**src/rtl/srff_pkg.sv**
```systemverilog
// Shared types and constants for the SR-flop excitation driver.
// Build option: define SRFF_COMPLEMENT_CHECK_EN to treat q_fb==qb_fb as a fault.
package srff_pkg;

    // Driver FSM encoding
    typedef enum logic [1:0] {
        IDLE  = 2'd0,
        CHECK = 2'd1,
        DRIVE = 2'd2,
        WAIT  = 2'd3
    } state_t;

    // Excitation codes, packed as {s, r}
    localparam logic [1:0] SR_HOLD = 2'b00;
    localparam logic [1:0] SR_SET  = 2'b10;
    localparam logic [1:0] SR_RST  = 2'b01;

    localparam int unsigned TIMEOUT_CYCLES_DEF = 4;
    localparam int unsigned CNT_W_DEF          = 3;

    // Inverse SR table: which {s, r} moves the flop from cur to tgt.
    // The don't-care input of each transition is tied low so s&&r never occurs.
    function automatic logic [1:0] sr_excite(input logic cur, input logic tgt);
        logic [1:0] sr;
        sr = SR_HOLD;
        if (cur != tgt) begin
            sr = tgt ? SR_SET : SR_RST;
        end
        return sr;
    endfunction

endpackage

```
**src/rtl/srff_excite.sv**
```systemverilog
// Combinational excitation lookup: current/target flop state to {s, r}.
module srff_excite
    import srff_pkg::*;
(
    input  logic       cur,
    input  logic       tgt,
    output logic [1:0] sr_c
);

    // Hold when already at target, otherwise set or reset toward it
    always_comb begin
        sr_c = sr_excite(cur, tgt);
    end

endmodule

```
**src/rtl/srff_excite_driver.sv**
```systemverilog
// Request-driven SR flop excitation driver with feedback check and timeout.
// Build option: SRFF_COMPLEMENT_CHECK_EN adds a q_fb==qb_fb fault check in CHECK/WAIT.
module srff_excite_driver
    import srff_pkg::*;
#(
    parameter int unsigned TIMEOUT_CYCLES = TIMEOUT_CYCLES_DEF,
    parameter int unsigned CNT_W          = CNT_W_DEF
) (
    input  logic clk,
    input  logic rst,
    input  logic req_valid,
    input  logic req_q,
    output logic req_ready,
    output logic s,
    output logic r,
    input  logic q_fb,
    input  logic qb_fb,
    output logic done,
    output logic err
);

    state_t             state_q;
    state_t             state_d;
    logic               acc_q;
    logic               acc_d;
    logic               tgt_q;
    logic               tgt_d;
    logic [CNT_W-1:0]   cnt_q;
    logic [CNT_W-1:0]   cnt_d;
    logic               s_d;
    logic               r_d;
    logic               done_d;
    logic               err_d;
    logic               ready_d;
    logic [1:0]         sr_c;
    logic               fault_c;

    srff_excite u_excite (
        .cur  (q_fb),
        .tgt  (tgt_q),
        .sr_c (sr_c)
    );

`ifdef SRFF_COMPLEMENT_CHECK_EN
    // Equal q/qb means the flop or its wiring is broken
    always_comb begin
        fault_c = (q_fb == qb_fb);
    end
`else
    logic unused_qb_fb;

    // Complement feedback is not monitored in this build
    always_comb begin
        fault_c      = 1'b0;
        unused_qb_fb = qb_fb;
    end
`endif

    // State, capture and output registers
    always_ff @(posedge clk or posedge rst) begin
        if (rst) begin
            state_q   <= IDLE;
            acc_q     <= 1'b0;
            tgt_q     <= 1'b0;
            cnt_q     <= '0;
            s         <= 1'b0;
            r         <= 1'b0;
            done      <= 1'b0;
            err       <= 1'b0;
            req_ready <= 1'b0;
        end else begin
            state_q   <= state_d;
            acc_q     <= acc_d;
            tgt_q     <= tgt_d;
            cnt_q     <= cnt_d;
            s         <= s_d;
            r         <= r_d;
            done      <= done_d;
            err       <= err_d;
            req_ready <= ready_d;
        end
    end

    // Next state and next registered outputs; s/r only leave hold while in DRIVE
    always_comb begin
        state_d = state_q;
        acc_d   = acc_q;
        tgt_d   = tgt_q;
        cnt_d   = cnt_q;
        s_d     = 1'b0;
        r_d     = 1'b0;
        done_d  = 1'b0;
        err_d   = 1'b0;

        case (state_q)
            IDLE: begin
                // A captured request is evaluated one cycle after acceptance
                if (acc_q) begin
                    acc_d   = 1'b0;
                    state_d = CHECK;
                end else if (req_valid && req_ready) begin
                    acc_d = 1'b1;
                    tgt_d = req_q;
                end
            end
            CHECK: begin
                if (fault_c) begin
                    err_d   = 1'b1;
                    state_d = IDLE;
                end else if (sr_c == SR_HOLD) begin
                    done_d  = 1'b1;
                    state_d = IDLE;
                end else begin
                    s_d     = sr_c[1];
                    r_d     = sr_c[0];
                    state_d = DRIVE;
                end
            end
            DRIVE: begin
                cnt_d   = '0;
                state_d = WAIT;
            end
            WAIT: begin
                if (fault_c) begin
                    err_d   = 1'b1;
                    state_d = IDLE;
                end else if (q_fb == tgt_q) begin
                    done_d  = 1'b1;
                    state_d = IDLE;
                end else if (cnt_q == CNT_W'(TIMEOUT_CYCLES - 1)) begin
                    err_d   = 1'b1;
                    state_d = IDLE;
                end else begin
                    cnt_d = cnt_q + CNT_W'(1);
                end
            end
            default: begin
                state_d = IDLE;
            end
        endcase

        ready_d = (state_d == IDLE) && !acc_d;
    end

endmodule

```
**config.mk**
```make
export PLATFORM = sky130hd
export DESIGN_NAME = srff_excite_driver
export DESIGN_NICKNAME = d
export VERILOG_FILES = /design/src/rtl/srff_pkg.sv /design/src/rtl/srff_excite.sv /design/src/rtl/srff_excite_driver.sv
export SDC_FILE = /design/constraint.sdc
export NUM_CORES = 1
export LEC_CHECK = 0
export BUFFER_PORTS_ARGS = -buffer_cell sky130_fd_sc_hd__buf_2
export CORE_AREA = 2 2 45 47
export CTS_CLUSTER_DIAMETER = 40
export DETAILED_ROUTE_END_ITERATION = 16
export DIE_AREA = 0 0 47 49
export GPL_ROUTABILITY_DRIVEN = 0
export PLACE_DENSITY = 0.5
export SLEW_MARGIN = 20
export SYNTH_ARGS = -nofsm -noshare
export SYNTH_HDL_FRONTEND = slang
export SYNTH_HIERARCHICAL = 1
export SYNTH_SLANG_ARGS = --single-unit
```
**constraint.sdc**
```tcl
create_clock -name clk -period 2 [get_ports clk]
set_input_delay 0.4 -clock clk [delete_from_list [all_inputs] [get_ports clk]]
set_output_delay 0.4 -clock clk [all_outputs]
set_load 0.01 [all_outputs]
```
; ---- After elaboration in Yosys (flattened, before gate mapping)
; Cells that the tools add are included.
[totals]
out_inout_bits = 5
ff_bits = 12
inputBits = 6
[op_classes]
eq_ne = 8
reduce_logical = 9
n_addsub = 1
n_mux = 23
n_bitwise = 1
[op_table]
columns = operator, count
row1 = two-way mux 1 bit, 12
row2 = two-way mux 2 bit, 6
row3 = one-hot mux 2 bit (4 select lines), 1
row4 = logical NOT 2 bit, 3
row5 = two-way mux 3 bit, 2
row6 = one-hot mux 3 bit (2 select lines), 1
row7 = AND reduction 3 bit, 2
row8 = equality test 2 bit (second input constant), 2
row9 = inequality test 2 bit (second input constant), 2
row10 = adder 3 x 1 -> 3 bit (second input constant), 1
row11 = equality test 3 x 2 -> 1 bit (second input constant), 1
row12 = equality test 2 x 1 -> 1 bit (second input constant), 1
row13 = logical AND 1 bit, 2
row14 = one-hot mux 1 bit (2 select lines), 1
row15 = nonzero test 2 bit, 1
row16 = equality test 1 bit, 1
row17 = logical NOT 1 bit, 1
row18 = inequality test 1 bit, 1
row19 = inverter 1 bit, 1

; ---- Depth between registers and ports, before layout
; Gate-level depths: netlist of run 1.
[logic_depth]
depth_word = 7
mapped_depth = 5
depth_no_buf = 5

; ---- Cells and area by module
; The synthesis of run 1 kept the hierarchy.
[by_module_without_submodules]
columns = mod, area_each_um2, cells_per_inst, n_inst, seq_area_each_um2
row1 = srff_excite_driver, 580.6, 51, 1, 300.3
row2 = srff_excite, 15.0, 2, 1, 0.0

; ---- Least setup slack after synthesis of run 1
; No wires, ideal clock.
[synth_timing]
path_type = reg-to-reg
startpoint = register cnt_q[0]
endpoint = register cnt_q[2]
required_ps = 1880
n_path_buf = 0
path_stages_with_launch = 6
arrival_ps = 1326
path_slack_ps = 554
synth_period_minus_slack_ps = 1446
cell_sequence = dfrtp_1 > ha_1 > ha_1 > and2b_4 > nand2_2 > a31o_1
[synth_via]
elab_chain_len = 4
[synth_lines]
columns = element, line_no
row1 = start: declaration, srff_excite_driver.sv:28  ; logic [CNT_W-1:0] cnt_q;
row2 = start signal: assignment, srff_excite_driver.sv:75  ; cnt_q <= cnt_d;
row3 = adder 3 x 1 -> 3 bit, srff_excite_driver.sv:134  ; cnt_d = cnt_q + CNT_W'(1);
row4 = two-way mux 3 bit, srff_excite_driver.sv:130  ; end else if (cnt_q == CNT_W'(TIMEOUT_CYCLES - 1)) begin
row5 = two-way mux 3 bit, srff_excite_driver.sv:127  ; end else if (q_fb == tgt_q) begin
row6 = one-hot mux 3 bit (2 select lines), srff_excite_driver.sv:95  ; case (state_q)
; Several ways; a longest one is shown, not always the timed one. The select of a mux whose other input is x is not followed.
; A chain may end at the register's enable or synchronous reset.

; ---- Final worst setup path of run 1
; Ends and elaborated chain as after synthesis.

==> run metrics, run 1 <==
status finished clean; die width 47 um; most frequent cell after synthesis dfrtp_1; starting DRC count in detailed routing 5; Worst VDD drop 0.557 mV; Lkg Pwr 0.324 nW; Cells after Synth 53; # setup viols final 0; Hold WC Path Type primary input to asynchronous set/reset pin; GRT Overall Usage 0.112; H-tree depth 1; pin count of the biggest net entering global routing 13; layout cells sized above 1 0.313; Max Cap Viol 0; Final Skew 0.00295 ns; Avg Synthesized Cell Area 11.2 sq um; final core utilization 0.376; Worst-path clk slew 0.07 ns; vias in the first global route 415; Post-CTS Setup Repair Bufs 0; core area 1840 sq um; # fillers 202; Final min period 1.56 ns; Post-synth EDFFs 0; Arr. time, crit path 1.72 ns; Cell Pwr Density 1340 nW/um^2; DRC 0; die footprint 2300 sq um; # diodes 0; Clock Latency Late Sink 0.27 ns; drt wl/cell 11.7 um; register area 300 sq um; Slew Limit Fails 0; CP cell instances ha_1, ha_1, and2b_4, nand2_2, a31o_1; critical path's largest stage delay 0.42 ns; Slew headroom 0.681; Post-DP Area 669 sq um; Hold Violations, Final 0; CTS tree yes; final setup TNS 0 ns; CP max stage cell dfrtp_1; cts bufs inserted 3; remaining global-route overflow 0; CP endpoint kind flip-flop; post-CTS sizing 0; Required @ worst endpoint 2.16 ns; Synth Register Bits 12; Tot Pwr 930 uW; DR pass1 iterations 3; DPL Wire Length 766 um; NumNets Final 74; Unique masters post-synth 28; crit start category flip-flop; CTS Hold Bufs 0; worst setup path category flip-flop to flip-flop; post-synthesis sequential area ratio 0.504; leading area contributor after synthesis dfrtp_1; area share of the leading cell type in the synthesized netlist 0.504; Period Utilization, post-route 0.781; DRT Wirelength 1060 um; starting density of the core 0.323; P&R area growth vs syn 16.2%; # rows 16; post-synthesis cell area 596 sq um; initial antenna violation count 0; io pins 11; clock buffer depth 2; Achievable Freq 640 MHz; yosys warns 6; Multi-input gate area 279 sq um; first-pass GRT wire length 1790 um; unrepaired setup endpoints after global routing no; CP dominant cell by count ha_1; drt via density 4.63; Chip Height 49 um; DR vias 421; post-route ant nets 0; syn nets 61; crit-path max FO 5; Synth area leaders dfrtp_1 50%, ha_1 4.2%, o211ai_1 3.8%; root buffer cell clkbuf_4; post-route cell area 692 sq um; buffers added on ports 9; clk sinks 12; Synth Flop Type dfrtp_1; measured slew at the worst slew-check pin 0.475 ns; Async SR Flop Fraction 1.00
[report_power, final]
group          switching [mW]  internal (mW)
registers               0.101          0.322
logic                   0.187          0.175
clock network          0.0751         0.0696
total                   0.363          0.567
[registers in the layout, summed over array words and instances, names as in the netlist]
register and count:
req_ready 1, state_q 2, s 1, tgt_q 1
r 1, cnt_q 3, err 1, acc_q 1
done 1
[layer usage]
layer | routed length [um] | share of wire | vias to the layer above | track usage
met2 | 479 | 0.45 | 7 | 0.162
met3 | 36 | 0.034 | 2 | 0.0556
li1 | - | - | 212 | -
met4 | 13 | 0.012 | 0 | 0.0556
met5 | 0 | 0 | - | 0
met1 | 531 | 0.50 | 200 | 0.134
[cells by family after synthesis]
family,count (synthesis),synth area share
muxes,1,0.0252
DFF,12,0.504
adders and majority gates,2,0.0420
xor gates and xnor gates,2,0.0294
buffers and inverters,4,0.0273
AOI/OAI and AO/OA,10,0.124
and+or+nand+nor,22,0.248
[layout by cell type (no fill, tap or decap), drive strengths merged]
master,count
o21ai,3
a21oi,1
a31o,1
nand2b,3
and4b,1
dfrtp,12
and2b,2
nand2,3
o211ai,3
buf,9
clkbuf,3
nand3,3
and4,1
and2,2
nor4b,1
nor2,3
nor2b,2
mux2,1
ha,2
a31oi,1
inv,3
o311ai,1
xnor2,1
nor3,1
xor2,1
[worst paths after layout]
check                      startpoint  endpoint  slack (ns)  depth (start not counted)
setup / recovery             cnt_q[0]  cnt_q[2]        0.44                          5
hold / removal                    rst  cnt_q[0]        0.13                          2
setup reg to reg             cnt_q[0]  cnt_q[2]        0.44                          5
hold reg to reg              cnt_q[2]  cnt_q[2]        0.51                          1
max in group asynchronous         rst     acc_q        1.55                          2
min in group clk                req_q     tgt_q        0.37                          2
[final cells by class]
cell class                      instances  share of cell area
Clock buffer                            3              0.0325
Inverter                                3              0.0163
Multi-Input combinational cell         37               0.403
Sequential cell                        12               0.434
Tap cell                               27              0.0488
Timing Repair Buffer                    9              0.0651
[worst max-delay path: cells and delay by family, from the launching register on]
| kind | cells | cell delay, ns |
|---|---|---|
| AOI/OAI and AO/OA | 1 | 0.22 |
| adders and majority gates | 2 | 0.45 |
| DFF | 1 | 0.42 |
| and+or+nand+nor | 2 | 0.36 |
[stage by stage]
step / hold slack, ns / cells / worst slack [ns]
after floorplan: 0.265 / 53 / 0.554
after global placement: 0.438 / 88 / 0.456
after detailed placement: 0.443 / 88 / 0.440
after CTS: 0.149 / 91 / 0.430
after global routing: 0.158 / 91 / 0.365
final: 0.132 / 91 / 0.437
No activity file was read; power rests on OpenSTA's default activity.
==> run 2, diff against run 1 <==
==> constraint.sdc (replaced) <==
create_clock -name clk -period 1.6 [get_ports clk]
set_input_delay 0.32 -clock clk [delete_from_list [all_inputs] [get_ports clk]]
set_output_delay 0.32 -clock clk [all_outputs]
set_load 0.01 [all_outputs]
==> run 2 against run 1 <==
Compared with the run above:
- register-to-register slack worse by 0.32 ns
- flip-flop and latch count stayed put
- non-clock buffer count is 3 higher
- clock power is 72% higher
- final cell count is 4.4% higher
- combinational power is 45% higher
- power is 36% higher
- via count is 3.3% higher
- sequential power is 17% higher
- die area stayed put
==> run metrics, run 2 (synthesized netlist as in run 1, its figures left out) <==
commonest non-fill, non-tap cell in the layout dfrtp_1; CTS Hold Bufs 0 (unchanged); root buffer cell clkbuf_4; Hold WC Path Type primary input to asynchronous set/reset pin; commonest cells after routing, fill and taps aside 12 x dfrtp_1, 9 x buf_2; crit start category flip-flop; Hold Violations, Final 0 (unchanged); Achievable Freq 673 MHz (+5.2%); Period Utilization, post-route 0.928 (+0.147); # setup viols final 0 (unchanged); max FFs per register 3 (unchanged); NumNets Final 77 (+4.1%); clk sinks 12 (unchanged); DPL Wire Length 829 um (+8.2%); io pins 11 (unchanged); final core utilization 0.397 (+0.0211); pin count of the biggest net entering global routing 13 (unchanged); DR vias 435 (+3.3%); Largest regs cnt_q (3), state_q (2); buffers added on ports 9 (unchanged); Required @ worst endpoint 1.77 ns (-0.39 ns); initial antenna violation count 0 (unchanged); # rows 16 (unchanged); DRC 0 (unchanged); met1 GRT Util 0.180 (+0.0459); setup ws final 0.114 ns (-0.323 ns); Lkg Pwr 0.345 nW (+6.2%); worst r2r src cnt_q[0]; met3 usage 0.0667 (+0.0111); cts bufs inserted 3 (unchanged); final setup TNS 0 ns (unchanged); Register-to-Register Path Depth 5 (unchanged); most flop-heavy register cnt_q; post-route ant nets 0 (unchanged); layout cells sized above 1 0.368 (+0.0551); starting density of the core 0.323 (unchanged); Worst-path clk slew 0.08 ns (about the same); unrepaired setup endpoints after global routing no; RR Endpoint cnt_q[2]; FF-to-FF setup slack 0.11 ns (-0.32 ns); Worst VDD drop 0.981 mV (+76%); Post-DP Area 684 sq um (+2.2%); DR pass1 iterations 3 (unchanged); starting DRC count in detailed routing 4 (-1); vias in the first global route 415 (unchanged); # diodes 0 (unchanged); GR Util met2 0.142 (-0.0205); CP top delay family flip-flops; CP max stage cell dfrtp_1; Arr. time, crit path 1.66 ns (-0.06 ns); critical path's largest stage delay 0.42 ns (about the same); die width 47 um (unchanged); worst setup path category flip-flop to flip-flop; remaining global-route overflow 0 (unchanged); measured slew at the worst slew-check pin 0.502 ns (+0.0266 ns); Slew headroom 0.663 (-0.0179); pre-CTS WS 0.0907 ns (-0.349 ns); die footprint 2300 sq um (unchanged); CP endpoint kind flip-flop; Tot Pwr 1.27 mW (+36%); Chip Height 49 um (unchanged); Final min period 1.49 ns (-0.0771 ns); GRT Overall Usage 0.120 (+0.00782); Slew Limit Fails 0 (unchanged); CP cell instances ha_2, ha_1, and2b_4, nand2_2, a31o_1; clock buffer depth 2 (unchanged); first-pass GRT wire length 1910 um (+6.9%); Max Cap Viol 0 (unchanged); P&R area growth vs syn 22.7%; gr busiest metal met1; drt via density 4.58 (-1.0%); Final Skew 0.00362 ns (+0.000671 ns); DRT Wirelength 1130 um (+6.6%); CP Buf/Inv Count 0 (unchanged); core area 1840 sq um (unchanged); drt wl/cell 11.9 um (+2.1%); CTS tree yes; crit-path max FO 5 (unchanged); H-tree depth 1 (unchanged); Clock Latency Late Sink 0.28 ns (about the same); status finished clean; post-route cell area 731 sq um (+5.6%); Cell Pwr Density 1740 nW/um^2 (+29%)
[run 2: worst register-to-register path, stage by stage (launching register included)]
cell     delay, ns
dfrtp_1       0.42
ha_2          0.20
ha_1          0.18
and2b_4       0.26
nand2_2       0.09
a31o_1        0.23
[run 2: timing repair]
action                                 CTS  global route
gates resized for setup                  0             1
setup endpoints to repair                0             1
endpoints found under the hold margin    0             0
setup buffers                            0             1
[run 2: through the flow]
stage	instances	hold slack, ns
2_1_floorplan	53	0.185
3_3_place_gp	90	0.359
3_5_place_dp	90	0.368
4_1_cts	94	0.0556
5_1_grt	95	0.0788
6_report	95	0.0295
[run 2: power breakdown]
part / total (mW) / internal (mW) / switching, mW
clock network: 0.249 / 0.139 / 0.111
logic: 0.526 / 0.250 / 0.276
registers: 0.493 / 0.403 / 0.0899
total: 1.27 / 0.791 / 0.477
[run 2: worst max-delay path by stage]
stage                     depth (start not counted)  startpoint        to
after floorplan                                   5    cnt_q[0]  cnt_q[2]
after CTS                                         5    cnt_q[0]  cnt_q[2]
final                                             5    cnt_q[0]  cnt_q[2]
after global placement                            5    cnt_q[0]  cnt_q[2]
after global routing                              5    cnt_q[0]  cnt_q[2]
after detailed placement                          5    cnt_q[0]  cnt_q[2]
[run 2: final cells by class]
type | count | area [sq um]
Tap cell | 27 | 33.8
Multi-Input combinational cell | 37 | 282
Inverter | 3 | 11.3
Timing Repair Buffer | 12 | 67.6
Fill cell | 201 | 1110
Sequential cell | 12 | 300
Clock buffer | 4 | 36.3
[run 2: layer usage]
metal / routed length [um] / part of all wire
met1: 560 / 0.50
met2: 492 / 0.44
met3: 62 / 0.055
met4: 15 / 0.013
met5: 0 / 0
